### src/rtl/sync_fifo.sv
// Show-ahead synchronous FIFO holding expected results for in-flight operations.
// Flush empties it in one cycle and wins over a simultaneous push or pop.
module sync_fifo #(
    parameter  int W     = 9,
    parameter  int DEPTH = 4,
    localparam int AW    = $clog2(DEPTH)
) (
    input  logic          clk,
    input  logic          rst_n,
    input  logic          push_i,
    input  logic          pop_i,
    input  logic          flush_i,
    input  logic [W-1:0]  din_i,
    output logic [W-1:0]  dout_o,
    output logic          full_o,
    output logic          empty_o,
    output logic [AW:0]   level_o
);
    logic [W-1:0]  mem_q [DEPTH];
    logic [AW-1:0] wr_q, rd_q;
    logic [AW:0]   cnt_q;
    logic          do_push, do_pop;

    assign full_o  = (cnt_q == (AW+1)'(DEPTH));
    assign empty_o = (cnt_q == '0);
    assign level_o = cnt_q;
    assign dout_o  = mem_q[rd_q];
    assign do_push = push_i && !full_o;
    assign do_pop  = pop_i && !empty_o;

    always_ff @(posedge clk or negedge rst_n) begin
        if (!rst_n) begin
            wr_q  <= '0;
            rd_q  <= '0;
            cnt_q <= '0;
        end else if (flush_i) begin
            wr_q  <= '0;
            rd_q  <= '0;
            cnt_q <= '0;
        end else begin
            if (do_push) wr_q <= wr_q + AW'(1);
            if (do_pop)  rd_q <= rd_q + AW'(1);
            cnt_q <= cnt_q + (AW+1)'(do_push) - (AW+1)'(do_pop);
        end
    end

    // Storage needs no reset: the pointers define what is valid.
    always_ff @(posedge clk) begin
        if (do_push && !flush_i) mem_q[wr_q] <= din_i;
    end
endmodule

### config.mk
export PLATFORM = sky130hd
export DESIGN_NAME = sync_fifo
export DESIGN_NICKNAME = d
export VERILOG_FILES = /design/src/rtl/sync_fifo.sv
export SDC_FILE = /design/constraint.sdc
export NUM_CORES = 1
export LEC_CHECK = 0
export BUFFER_PORTS_ARGS = -buffer_cell sky130_fd_sc_hd__buf_2
export CAP_MARGIN = 15
export CORE_MARGIN = 2
export CORE_UTILIZATION = 30
export CTS_CLUSTER_SIZE = 12
export DETAILED_ROUTE_END_ITERATION = 6
export PLACE_DENSITY_LB_ADDON = 0.25
export SYNTH_ARGS = -nofsm -noshare
export SYNTH_HDL_FRONTEND = slang
export SYNTH_SLANG_ARGS = --single-unit
### constraint.sdc
create_clock -name clk -period 2.5 [get_ports clk]
set_clock_uncertainty 0.15 [all_clocks]
set_input_delay 0.375 -clock clk [delete_from_list [all_inputs] [get_ports clk]]
set_output_delay 0.375 -clock clk [all_outputs]
set_load 0.05 [all_outputs]
==> results.md, run 1 <==
Clocking:
- The H-tree was split into 2 levels.
- Post-CTS timing repair inserted 0 buffers for setup.
- The clock sink count is 43.
- The CTS tree is built.
- The clock passes through at most 2 buffers.
- The number of gates resized after CTS is 0.
- Buffers inserted during clock tree synthesis total 5.
- The cell at the root of the clock tree is clkbuf_8.
- The clock input transition at the sequential cells of the worst setup and hold paths is 0.08 ns.
- The clock latency reported for the late side of the worst-skew pair is 0.29 ns.

Synthesis:
- Counting flops and latches in the post-synthesis netlist gives 43.
- The most used flip-flop cell after synthesis is edfxtp_1.
- Counting flops with a built-in enable in the synthesized netlist gives 36.
- The netlist area before placement is between 0.0015 and 0.002 mm².
- For this run, asynchronously set or reset flops after synthesis account for between 10% and 20%.
- The cell with the most instances after synthesis is edfxtp_1.
- Counting every net in the synthesized netlist gives 116.
- Yosys printed 0 warnings.
- The netlist uses 24 different library cells.
- The leading area contributor after synthesis is edfxtp_1.
- The cell count after synthesis is 95.
- By count the netlist is led by 36 x edfxtp_1, 8 x mux4_1, 7 x dfrtp_1, 7 x inv_1, 6 x ha_1.
- Summing the sequential cell areas from Yosys gives 69.8% of the chip area.
- The fraction of post-synthesis cell area in the top cell type by area is 60.1%.
- Sorting the synthesized cells by area gives the leading types as edfxtp_1 60%, mux4_1 12%, dfrtp_1 9.7%.
- The synthesized area divided by synthesized cell count is around 19 µm².

Finish:
- The number of diodes added for antenna fixing is 0.
- Summing all multi-input logic gate instances after layout gives slightly above 500 µm².
- In the final design database the tool counted 150 nets.
- Counting the fill cells in the layout gives 566.
- The register area is 0.00126 mm².
- Summing all non-filler instances in the final layout gives an area of 0.00212 mm².
- The post-route netlist has approximately a third of its cells at a drive strength greater than 1.
- The count of cells in the finished layout, fillers not included, comes to 204.
- The synthesis-to-layout area growth is 18.0%.

Drt:
- Before antenna repair, the detailed router went through 3 iterations.
- For this block, the initial DRC count from the detailed router was 57.
- The number of routed nets with antenna violations is 0.
- The post-detailed-route via-to-cell ratio is 4.55.
- The total vias in the final route is 928.
- The wire length reported by the detailed router is 3030 µm.
- After detailed routing, the average wire length per cell comes to 14.9 µm.
- In the routed design, unresolved DRC markers number 0.

Worst setup path:
- The worst register-to-register path ends at level_o[2]$_DFF_PN0_.
- STA classifies the critical path startpoint as a flop.
- STA puts the critical path data required time at 2.53 ns.
- The startpoint-to-endpoint class of the critical path is flop to flop.
- The critical path capture point is level_o[2]$_DFF_PN0_.
- For the worst flop-to-flop path, the logic depth is 9.
- Along the worst path, the maximum fanout reaches 6.
- In this run the critical register-to-register path is launched from level_o[1]$_DFF_PN0_.
- STA classifies the critical path endpoint as a flop.
- The flop-to-flop setup slack is roughly 0.22 ns.
- The beginning of the critical path is level_o[1]$_DFF_PN0_.
- The data arrival time of the critical path is 2.32 ns.

Floorplanning:
- The count of standard-cell rows is 28.
- The die covers 0.00663 mm².
- The I/O pin count is 28.
- The floorplan step set the die width to roughly 81 µm.
- Measured along the y axis, the die boundary spans slightly above 80 µm.
- The region available for standard cell placement spans 0.00585 mm².
- The initial utilization of the core area, before any placement, comes to 30.8%.

Run:
- The reported max-cap violation count is 0.

Placement:
- The worst slack after detailed placement is 0.207 ns.
- The wire-length estimate of the detail-placed layout is between 2000 and 2500 µm.
- The total of buffers placed on input and output ports is 27.
- The placed instance area is between 0.002 and 0.0025 mm².
- After detailed placement, the design holds a cell count of just under 200.
- The final estimated routing congestion in global placement is 0.760.

Power:
- The analysis attributes to cell leakage a power of 0.000809 µW.
- In this run the power density over the cells is 990 mW/mm².
- IR analysis of the VDD net gives a maximum drop of 0.540 mV.

Global route:
- The via count of the first global-routing pass is 998.
- Entering global routing, the biggest net connects 13 pins.
- Global routing consumed, over all layers together, between 10% and 20% of the routing resources.
- The initial antenna violation count is 0.
- The total overflow left after global routing is 0.
- The first global-routing pass estimated 4980 µm of wire.

Timing:
- The clock period could shrink to about 2.3 ns.
- The summed negative setup slack over all endpoints is 0 ns.
- The number of endpoints with negative hold slack in the final report was 0.
- The post-route clock period utilization is 91.4%.
- Setup slack closes at between 0.2 and 0.25 ns.
- The count of final max-slew check failures was 0.
- The slew of the pin with the lowest slew margin is 0.502 ns.
- The final-report setup violation count is 0.
- Timing would allow up to 0.438 GHz.
- Setup repair after global routing left no endpoint under its margin.
- The relative max-transition margin is 66.5%.
- The worst hold slack after final layout is 0.146 ns.

Min path:
- The worst min-delay path category is primary input to flop.

Run status:
- The flow ran to the end, and the final reports show no timing, DRC or antenna violations.
## metal layers
| layer | GRT usage (%) | part of all wire (%) |
|---|---|---|
| met2 | 16.6 | 50 |
| met4 | 4.07 | 1.3 |
| met3 | 4.29 | 5.7 |
| met5 | 0 | 0 |
| met1 | 13.1 | 43 |
## kinds of logic after synthesis
logic type                 share of synthesized area (%)
AOI/OAI and AO/OA                                   1.53
xor gates and xnor gates                            1.46
adders and majority gates                           5.29
buffers and inverters                               2.57
DFF                                                 69.8
muxes                                               13.5
and+or+nand+nor                                     5.84
## timing repair
item                       4_1_cts  5_1_grt
hold endpoints to repair         7        0
setup endpoints to repair        0        0
hold buffers                     1        0
## where the power goes
group | switching, µW | internal, µW | leakage [µW]
logic | 521 | 258 | 0.000352
registers | 73.2 | 847 | 0.000416
clock network | 218 | 186 | 0.0000414
total | 812 | 1290 | 0.000809
## per-stage QoR
stage               utilization (%)  power (µW)
CTS                            36.3        2130
global placement               34.8        1700
global route                   36.3        2220
detailed placement             34.8        1730
floorplan                         -        1540
finish                         36.3        2100
## registers in the layout (all words and copies together) (netlist names)
register / cells
rd_q: 2
mem_q: 36
level_o: 3
wr_q: 2
## layout make-up
cell class / count / share of cell area (%)
multi-input cells: 42 / 23.8
repair buffers: 30 / 7.54
inverters: 7 / 1.24
clock buffers: 5 / 3.24
clock inverters: 2 / 0.412
well taps: 75 / 4.42
flip-flops and latches: 43 / 59.3
## placed cells by master (no fill, tap or decap), types with 2 or more instances in the layout
| cell | count |
|---|---|
| and2_1 | 4 |
| ha_1 | 6 |
| or3_1 | 2 |
| xor2_1 | 2 |
| a21oi_1 | 2 |
| clkbuf_8 | 5 |
| nor3_1 | 2 |
| buf_4 | 2 |
| o21ai_0 | 2 |
| edfxtp_1 | 36 |
| dfrtp_1 | 4 |
| buf_2 | 27 |
| inv_1 | 7 |
| nor2_1 | 3 |
| mux4_1 | 8 |
| nand2b_1 | 2 |
| dfrtp_2 | 3 |
## critical path, stage by stage (launching register included)
cell and delay, ns:
dfrtp_2 0.47, o31ai_1 0.35, inv_1 0.09, ha_1 0.29
inv_1 0.06, ha_1 0.13, inv_1 0.05, fa_1 0.39
xnor2_1 0.14, nor2_1 0.05
## how the worst min path moves through the flow
| stage | start | end | slack (ns) | depth (start not counted) |
|---|---|---|---|---|
| floorplan | rst_n | level_o[0]$_DFF_PN0_ | -0.07 | 0 |
| global placement | rst_n | wr_q[0]$_DFFE_PN0P_ | 0.07 | 1 |
| detailed placement | rst_n | wr_q[0]$_DFFE_PN0P_ | 0.08 | 1 |
| CTS | din_i[6] | mem_q[0][6]$_DFFE_PP_ | 0.14 | 1 |
| global route | din_i[6] | mem_q[0][6]$_DFFE_PP_ | 0.13 | 1 |
| finish | din_i[7] | mem_q[2][7]$_DFFE_PP_ | 0.15 | 1 |
No activity file was read; power rests on OpenSTA's default activity.
==> inputs of run 2 (changes only) <==
--- a/config.mk
+++ b/config.mk
@@ -12,6 +12,7 @@
 export CTS_CLUSTER_SIZE = 12
 export DETAILED_ROUTE_END_ITERATION = 6
 export PLACE_DENSITY_LB_ADDON = 0.25
+export REMOVE_ABC_BUFFERS = 1
 export SYNTH_ARGS = -nofsm -noshare
 export SYNTH_HDL_FRONTEND = slang
 export SYNTH_SLANG_ARGS = --single-unit
==> run 2 against run 1 <==
Clock-buffer cell count rose by 1. Sequential power barely moved. Die area did not move. Combinational power barely moved. Via count is 0.65% higher. Cell area grew 0.29%. Fmax shrank 0.64%. Critical path type unchanged. Critical endpoint unchanged. Largest cell class unchanged.
==> results.md, run 2 (synthesis results as in run 1) <==
Power:
- The part of the total power dissipated in sequential elements is 43.4% (-0.4 points).
- The static leakage was 0.000811 µW (+0.23%).
- The net switching share of the total power was 38.6% (about the same).
- The internal power contribution is 1300 µW (+0.62%).
- The net switching power came to 817 µW (+0.65%).
- The peak ir drop on the vdd network was 0.844 mV (+56%).
- The part of the power in combinational logic is 36.7% (-0.3 points).
- The power density over the cells is 994 mW/mm² (+0.33%).
- The power share of the clock group was 19.8% (+0.6 points).

Drt:
- The remaining design rule violation count is 0 (unchanged).
- The post-detailed-route via-to-cell ratio is 4.58 (+0.65%).
- The wire length reported by the detailed router is 3030 µm (about the same).
- The number of routed nets with antenna violations is 0 (unchanged).
- The average wire length per cell after detail routing came to 14.9 µm (about the same).
- The total vias in the final route came to 934 (+0.65%).
- The starting DRC count in detailed routing is 34 (-40%).
- The number of search-and-repair iterations in the first detailed-routing pass is 4 (+1).

Clocking:
- The clock latency reported for the late side of the worst-skew pair is 0.28 ns (about the same).
- The clock input transition at the sequential cells of the worst setup and hold paths is 0.08 ns (about the same).
- The number of buffers created by CTS is 5 (unchanged).
- The clock sink count came to 43 (unchanged).
- The number of levels the H-tree was split into is 2 (unchanged).
- The buffer depth of the longest clock path is 2 (unchanged).
- In this run the clock root is driven by a clkbuf_8.
- The number of setup buffers added after CTS is 0 (unchanged).
- The CTS tree is built.

Worst setup path:
- The type of element capturing the critical path is a flop.
- The number of cell instances on the worst register-to-register path came to 9 (unchanged).
- The critical path goes through o31ai_1 -> inv_1 -> ha_1 -> inv_1 -> ha_1 -> inv_1 -> fa_1 -> xnor2_1 -> nor2_1.
- The data arrival time of the critical path is 2.33 ns (about the same).
- The data required time of the worst path is 2.53 ns (about the same).
- STA classifies the critical path startpoint as a flop.
- The endpoint identified for the worst register-to-register timing path is level_o[2]$_DFF_PN0_.
- The beginning of the critical path is level_o[1]$_DFF_PN0_.
- The most critical setup path has its endpoint at level_o[2]$_DFF_PN0_.
- The flop-to-flop setup slack is 0.20 ns (about the same).
- The critical path in this run is classified as flop to flop.
- The reg-to-reg critical path startpoint is level_o[1]$_DFF_PN0_.
- The slowest stage of the critical path is the dfrtp_1 cell.
- The largest stage delay on the critical path was 0.48 ns (about the same).
- The maximum fanout count along the critical path is 6 (unchanged).
- The cell repeated most along the worst path is inv_1.

Floorplanning:
- The area of the die is 0.00663 mm² (unchanged).
- The count of standard-cell rows is 28 (unchanged).
- The I/O pin count was 28 (unchanged).
- The floorplan die width was 81.4 µm (unchanged).
- The initial cell density of the core is 30.8% (unchanged).
- The vertical extent of the die is 81.4 µm (unchanged).
- The core region area was 0.00585 mm² (unchanged).

Global route:
- The maximum number of pins on one net before global-route repair came to 14 (+1).
- The via count of the first global-routing pass came to 924 (-7.4%).
- The initial antenna violation count is 0 (unchanged).
- The overall routing resource usage came to 10.5% (-0.063 points).
- The global route total overflow is 0 (unchanged).
- The wire length of the first global-routing pass is 4900 µm (-1.6%).

Finish:
- The utilization after layout was 36.4% (+0.11 points).
- The filler cell count is 553 (-2.3%).
- The register containing the most flip-flops in the final layout is mem_q.
- The number of diodes added for antenna fixing is 0 (unchanged).
- The ratio of cells with drive above 1 in the final layout is 29.5% (-3.1 points).
- Relative to the synthesized area, the layout overhead comes to 18.4%.
- The library cell used most frequently in the layout, excluding fill and tap cells, is edfxtp_1.
- The number of flip-flops in the largest register was 36 (unchanged).
- The net count of the finished layout is 149 (-0.67%).
- The area of all placed cells without fillers is 0.00213 mm² (+0.29%).
- The library cells used most frequently in the layout, excluding fill and tap cells, are 36 x edfxtp_1, 27 x buf_2, 8 x mux4_1.

Min path:
- The worst min-delay path category is primary input to flop.

Placement:
- The placed instance area is 0.00203 mm² (-0.37%).
- The final estimated routing congestion in global placement is 0.747 (-1.7%).
- The total of buffers placed on input and output ports is 27 (unchanged).
- The half-perimeter wire length after placement is 2080 µm (-2.4%).
- The worst slack after detailed placement is 0.207 ns (-0.0000400 ns).

Timing:
- The slew of the pin with the lowest slew margin is 0.524 ns (+0.0221 ns).
- The count of final max-slew check failures is 0 (unchanged).
- The setup slack after layout is 0.201 ns (-0.0146 ns).
- The timing-limited maximum frequency was 0.435 GHz (-0.64%).
- The summed negative setup slack over all endpoints was 0 ns (unchanged).
- The relative max-transition margin came to 65.0% (-1.5 points).
- The number of endpoints with negative hold slack in the final report came to 0 (unchanged).
- The worst hold slack after final layout is 0.152 ns (+0.00647 ns).
- The time the final worst path needs with I/O delays and setup is 2.30 ns (+0.0146 ns).
- Setup repair after global routing left no endpoint under its margin.
- The post-route clock period utilization is 92.0% (+0.58 points).
- The final-report setup violation count is 0 (unchanged).

Run:
- The reported max-cap violation count is 0 (unchanged).

Run status:
- The flow ran to the end, and the final reports show no timing, DRC or antenna violations.
==> run 2: repair_timing <==
item / in CTS / in global routing
resized for setup: 0 / 1
hold buffers: 1 / 0
endpoints found under the hold margin: 7 / 0
setup endpoints to repair: 0 / 1
==> run 2: stage by stage <==
step | total power, µW | instances
after floorplan | 1510 | 92
after global placement | 1700 | 195
after detailed placement | 1710 | 195
after CTS | 2130 | 204
after global routing | 2240 | 204
final | 2120 | 204
==> run 2: layout make-up <==
cell class,count,area [µm²],area share [%]
clock inverters,2,12.5,0.588
repair buffers,29,165,7.76
flip-flops and latches,43,1260,59.0
well taps,75,93.8,4.41
clock buffers,6,72.6,3.41
multi-input cells,42,503,23.6
inverters,7,26.3,1.23
==> run 2: worst min-delay path by stage <==
stage	startpoint	end	slack, ns	cells past startpoint
2_1_floorplan	rst_n	level_o[0]$_DFF_PN0_	-0.07	0
3_3_place_gp	rst_n	wr_q[0]$_DFFE_PN0P_	0.07	1
3_5_place_dp	rst_n	level_o[1]$_DFF_PN0_	0.07	1
4_1_cts	din_i[5]	mem_q[1][5]$_DFFE_PP_	0.14	1
5_1_grt	din_i[4]	mem_q[1][4]$_DFFE_PP_	0.14	1
6_report	din_i[5]	mem_q[1][5]$_DFFE_PP_	0.15	1
==> run 2: worst max-delay path, delay by kind of cell (launching register included) <==
family	cells	cell delay [ns]
adders and majority gates	3	0.78
DFF	1	0.48
AOI/OAI and AO/OA	1	0.38
buffers and inverters	3	0.18
xor gates and xnor gates	1	0.17
and+or+nand+nor	1	0.05
==> run 2: power groups by stage <==
stage / clock network (µW) / registers [µW] / logic, µW
finish: 420 / 919 / 777
global route: 469 / 928 / 839
global placement: 0 / 923 / 774
floorplan: 0 / 997 / 509
detailed placement: 0 / 929 / 784
CTS: 432 / 913 / 787
==> run 2: metal layers <==
| metal | vias to the layer above | share of wire (%) | routed length [µm] | global-route usage, % |
|---|---|---|---|---|
| met1 | 463 | 43 | 1310 | 13.2 |
| met4 | 0 | 1.2 | 37 | 3.05 |
| met2 | 32 | 48 | 1460 | 17.0 |
| met5 | - | 0 | 0 | 0 |
| li1 | 433 | - | - | - |
| met3 | 6 | 7.6 | 230 | 3.96 |
==> inputs of run 3 (changes only) <==
--- a/config.mk
+++ b/config.mk
@@ -8,7 +8,7 @@
 export BUFFER_PORTS_ARGS = -buffer_cell sky130_fd_sc_hd__buf_2
 export CAP_MARGIN = 15
 export CORE_MARGIN = 2
-export CORE_UTILIZATION = 30
+export CORE_UTILIZATION = 55
 export CTS_CLUSTER_SIZE = 12
 export DETAILED_ROUTE_END_ITERATION = 6
 export PLACE_DENSITY_LB_ADDON = 0.25
==> run 3 against run 2 <==
Global-route usage rose by 5.7 points. Routed wire length fell by 14%. Flip-flop and latch count is the same. Hold slack got worse by 0.076 ns. Register-to-register slack hardly changed. Cell area decreased by 1.7%. Sequential share of layout area rose by 1.1 points. Critical endpoint unchanged. Fmax grew 0.29%.
==> results.md, run 3 (synthesis results as in run 1) <==
Run status:
- The run finished with clean final reports.

Timing:
- The relative max-transition margin was 68.1% (+3.0 points).
- The final-report setup violation count came to 0 (unchanged).
- The time the final worst path needs with I/O delays and setup was 2.29 ns (-0.00669 ns).
- The slew of the pin with the lowest slew margin is 0.479 ns (-0.0451 ns).
- The worst hold slack after final layout is 0.0760 ns (-0.0762 ns).
- The post-route clock period utilization is 91.7% (-0.27 points).
- The number of endpoints with negative hold slack in the final report was 0 (unchanged).
- The summed negative setup slack over all endpoints is 0 ns (unchanged).
- The count of final max-slew check failures is 0 (unchanged).
- The timing-limited maximum frequency is 0.436 GHz (+0.29%).
- Setup repair after global routing left no endpoint under its margin.

Worst setup path:
- The startpoint-to-endpoint class of the critical path is flop to flop.
- The data arrival time of the critical path is 2.39 ns (+0.06 ns).
- The type of element capturing the critical path is a flop.
- The maximum fanout count along the critical path is 6 (unchanged).
- The category of the worst setup path launch point is a flop.
- The data required time of the worst path came to 2.59 ns (+0.06 ns).

Clocking:
- The clock sink count is 43 (unchanged).
- The number of levels the H-tree was split into came to 2 (unchanged).
- The number of setup buffers added after CTS was 0 (unchanged).
- The buffer depth of the longest clock path was 2 (unchanged).
- The clock input transition at the sequential cells of the worst setup and hold paths is 0.13 ns (+0.05 ns).
- The number of buffers created by CTS is 5 (unchanged).
- TritonCTS built the clock tree.
- The clock latency reported for the late side of the worst-skew pair is 0.35 ns (+0.07 ns).
- The cell at the root of the clock tree is clkbuf_4.

Floorplanning:
- The core region area is 0.00308 mm² (-47%).
- The I/O pin count is 28 (unchanged).
- The initial cell density of the core was 58.5% (+28 points).
- The count of standard-cell rows is 20 (-29%).
- The floorplan die width is 61.2 µm (-25%).
- The vertical extent of the die is 61.2 µm (-25%).
- The area of the die is 0.00374 mm² (-44%).

Drt:
- The total vias in the final route was 893 (-4.4%).
- The average wire length per cell after detail routing is 15.1 µm (+1.7%).
- The post-detailed-route via-to-cell ratio is 5.16 (+13%).
- The starting DRC count in detailed routing is 10 (-71%).
- The number of search-and-repair iterations in the first detailed-routing pass is 4 (unchanged).
- The wire length reported by the detailed router came to 2620 µm (-14%).
- The remaining design rule violation count came to 0 (unchanged).
- The number of routed nets with antenna violations was 0 (unchanged).

Finish:
- Leaving out fill and tap cells, the most frequent cells in the layout are 36 x edfxtp_1, 27 x buf_2, 8 x mux4_1.
- The number of diodes added for antenna fixing is 0 (unchanged).
- The net count of the finished layout is 149 (unchanged).
- The commonest non-fill, non-tap cell in the layout is edfxtp_1.
- The count of non-filler cells in the finished layout is 173 (-15%).
- The register containing the most flip-flops in the final layout is mem_q.
- The number of flip-flops in the largest register is 36 (unchanged).
- From synthesis to final layout, the design area changed by 16.3%.
- The ratio of cells with drive above 1 in the final layout was 31.0% (+1.6 points).

Global route:
- The wire length of the first global-routing pass is 4080 µm (-17%).
- The via count of the first global-routing pass was 905 (-2.1%).
- The initial antenna violation count is 0 (unchanged).
- The overall routing resource usage was 16.2% (+5.7 points).
- The global route total overflow is 0 (unchanged).
- The maximum number of pins on one net before global-route repair came to 15 (+1).

Placement:
- The placed cell count is 164 (-16%).
- The final estimated routing congestion in global placement is 0.709 (-5.1%).
- The half-perimeter wire length after placement is 1840 µm (-11%).
- The total of buffers placed on input and output ports came to 27 (unchanged).

Min path:
- The worst min-delay path category is primary input to flop.

Run:
- The reported max-cap violation count is 0 (unchanged).

Power:
- The part of the power in combinational logic is 33.3% (-3.4 points).
- The power density over the cells was 1050 mW/mm² (+5.3%).
- The peak ir drop on the vdd network is 0.804 mV (-4.8%).
- The net switching share of the total power was 36.3% (-2.3 points).
- The static leakage is 0.000817 µW (+0.70%).
- The internal power contribution is 1400 µW (+7.4%).
- The net switching power is 795 µW (-2.7%).
- The power share of the clock group is 24.3% (+4.5 points).
- The part of the total power dissipated in sequential elements was 42.5% (-0.9 points).
[run 3: through the flow]
step	total power, µW	instance area (µm²)	setup slack, ns	utilization (%)
after global routing	2290	2090	0.0538	68.0
after global placement	1670	1980	0.272	64.2
after CTS	2210	2090	0.0399	68.0
final	2190	2090	0.207	68.0
after floorplan	1510	1780	-0.511	-
after detailed placement	1680	1980	0.202	64.2
[run 3: path summary, 6_finish.rpt]
path	from	to	slack (ns)	depth (start not counted)
min reg2reg	wr_q[1]$_DFFE_PN0P_	wr_q[1]$_DFFE_PN0P_	0.45	2
max reg2reg	level_o[1]$_DFF_PN0_	level_o[2]$_DFF_PN0_	0.21	9
max in group asynchronous	rst_n	rd_q[0]$_DFFE_PN0P_	1.80	2
min in group asynchronous	rst_n	wr_q[1]$_DFFE_PN0P_	0.22	2
max	level_o[1]$_DFF_PN0_	level_o[2]$_DFF_PN0_	0.21	9
min	din_i[1]	mem_q[1][1]$_DFFE_PP_	0.08	1
[run 3: worst max-delay path: stages, from the launching register on]
cell and delay [ns]:
dfrtp_1 0.48, o31ai_1 0.37, inv_1 0.09, ha_1 0.30
inv_1 0.06, ha_1 0.12, inv_1 0.04, fa_1 0.37
xnor2_1 0.16, nor2_1 0.05
[run 3: cell type report]
| cell class | instances | area, µm² |
|---|---|---|
| Multi-Input combinational cell | 42 | 497 |
| Clock inverter | 3 | 67.6 |
| Timing Repair Buffer | 29 | 153 |
| Fill cell | 224 | 985 |
| Sequential cell | 43 | 1260 |
| Clock buffer | 5 | 37.5 |
| Inverter | 7 | 26.3 |
| Tap cell | 44 | 55.1 |
[run 3: power groups by stage]
stage                     registers (µW)  clock network [µW]  logic, µW
after floorplan                      997                   0        509
after global placement               941                   0        728
after detailed placement             947                   0        734
after CTS                            931                 546        737
after global routing                 944                 562        786
final                                930                 532        728
[run 3: routing by layer]
metal  global-route usage [%]  share of wire (%)  routed length, µm  vias up
li1                         -                  -                  -      431
met2                     26.0                 49               1280       22
met1                     19.5                 45               1170      436
met4                     7.76                1.2                 32        0
met3                     5.88                5.1                134        4
met5                        0                  0                  0        -
[run 3: repair_timing]
action | CTS | global route
gates resized for setup | 0 | 1
endpoints found under the setup margin | 0 | 5
hold buffers | 1 | 0
hold endpoints to repair | 7 | 0
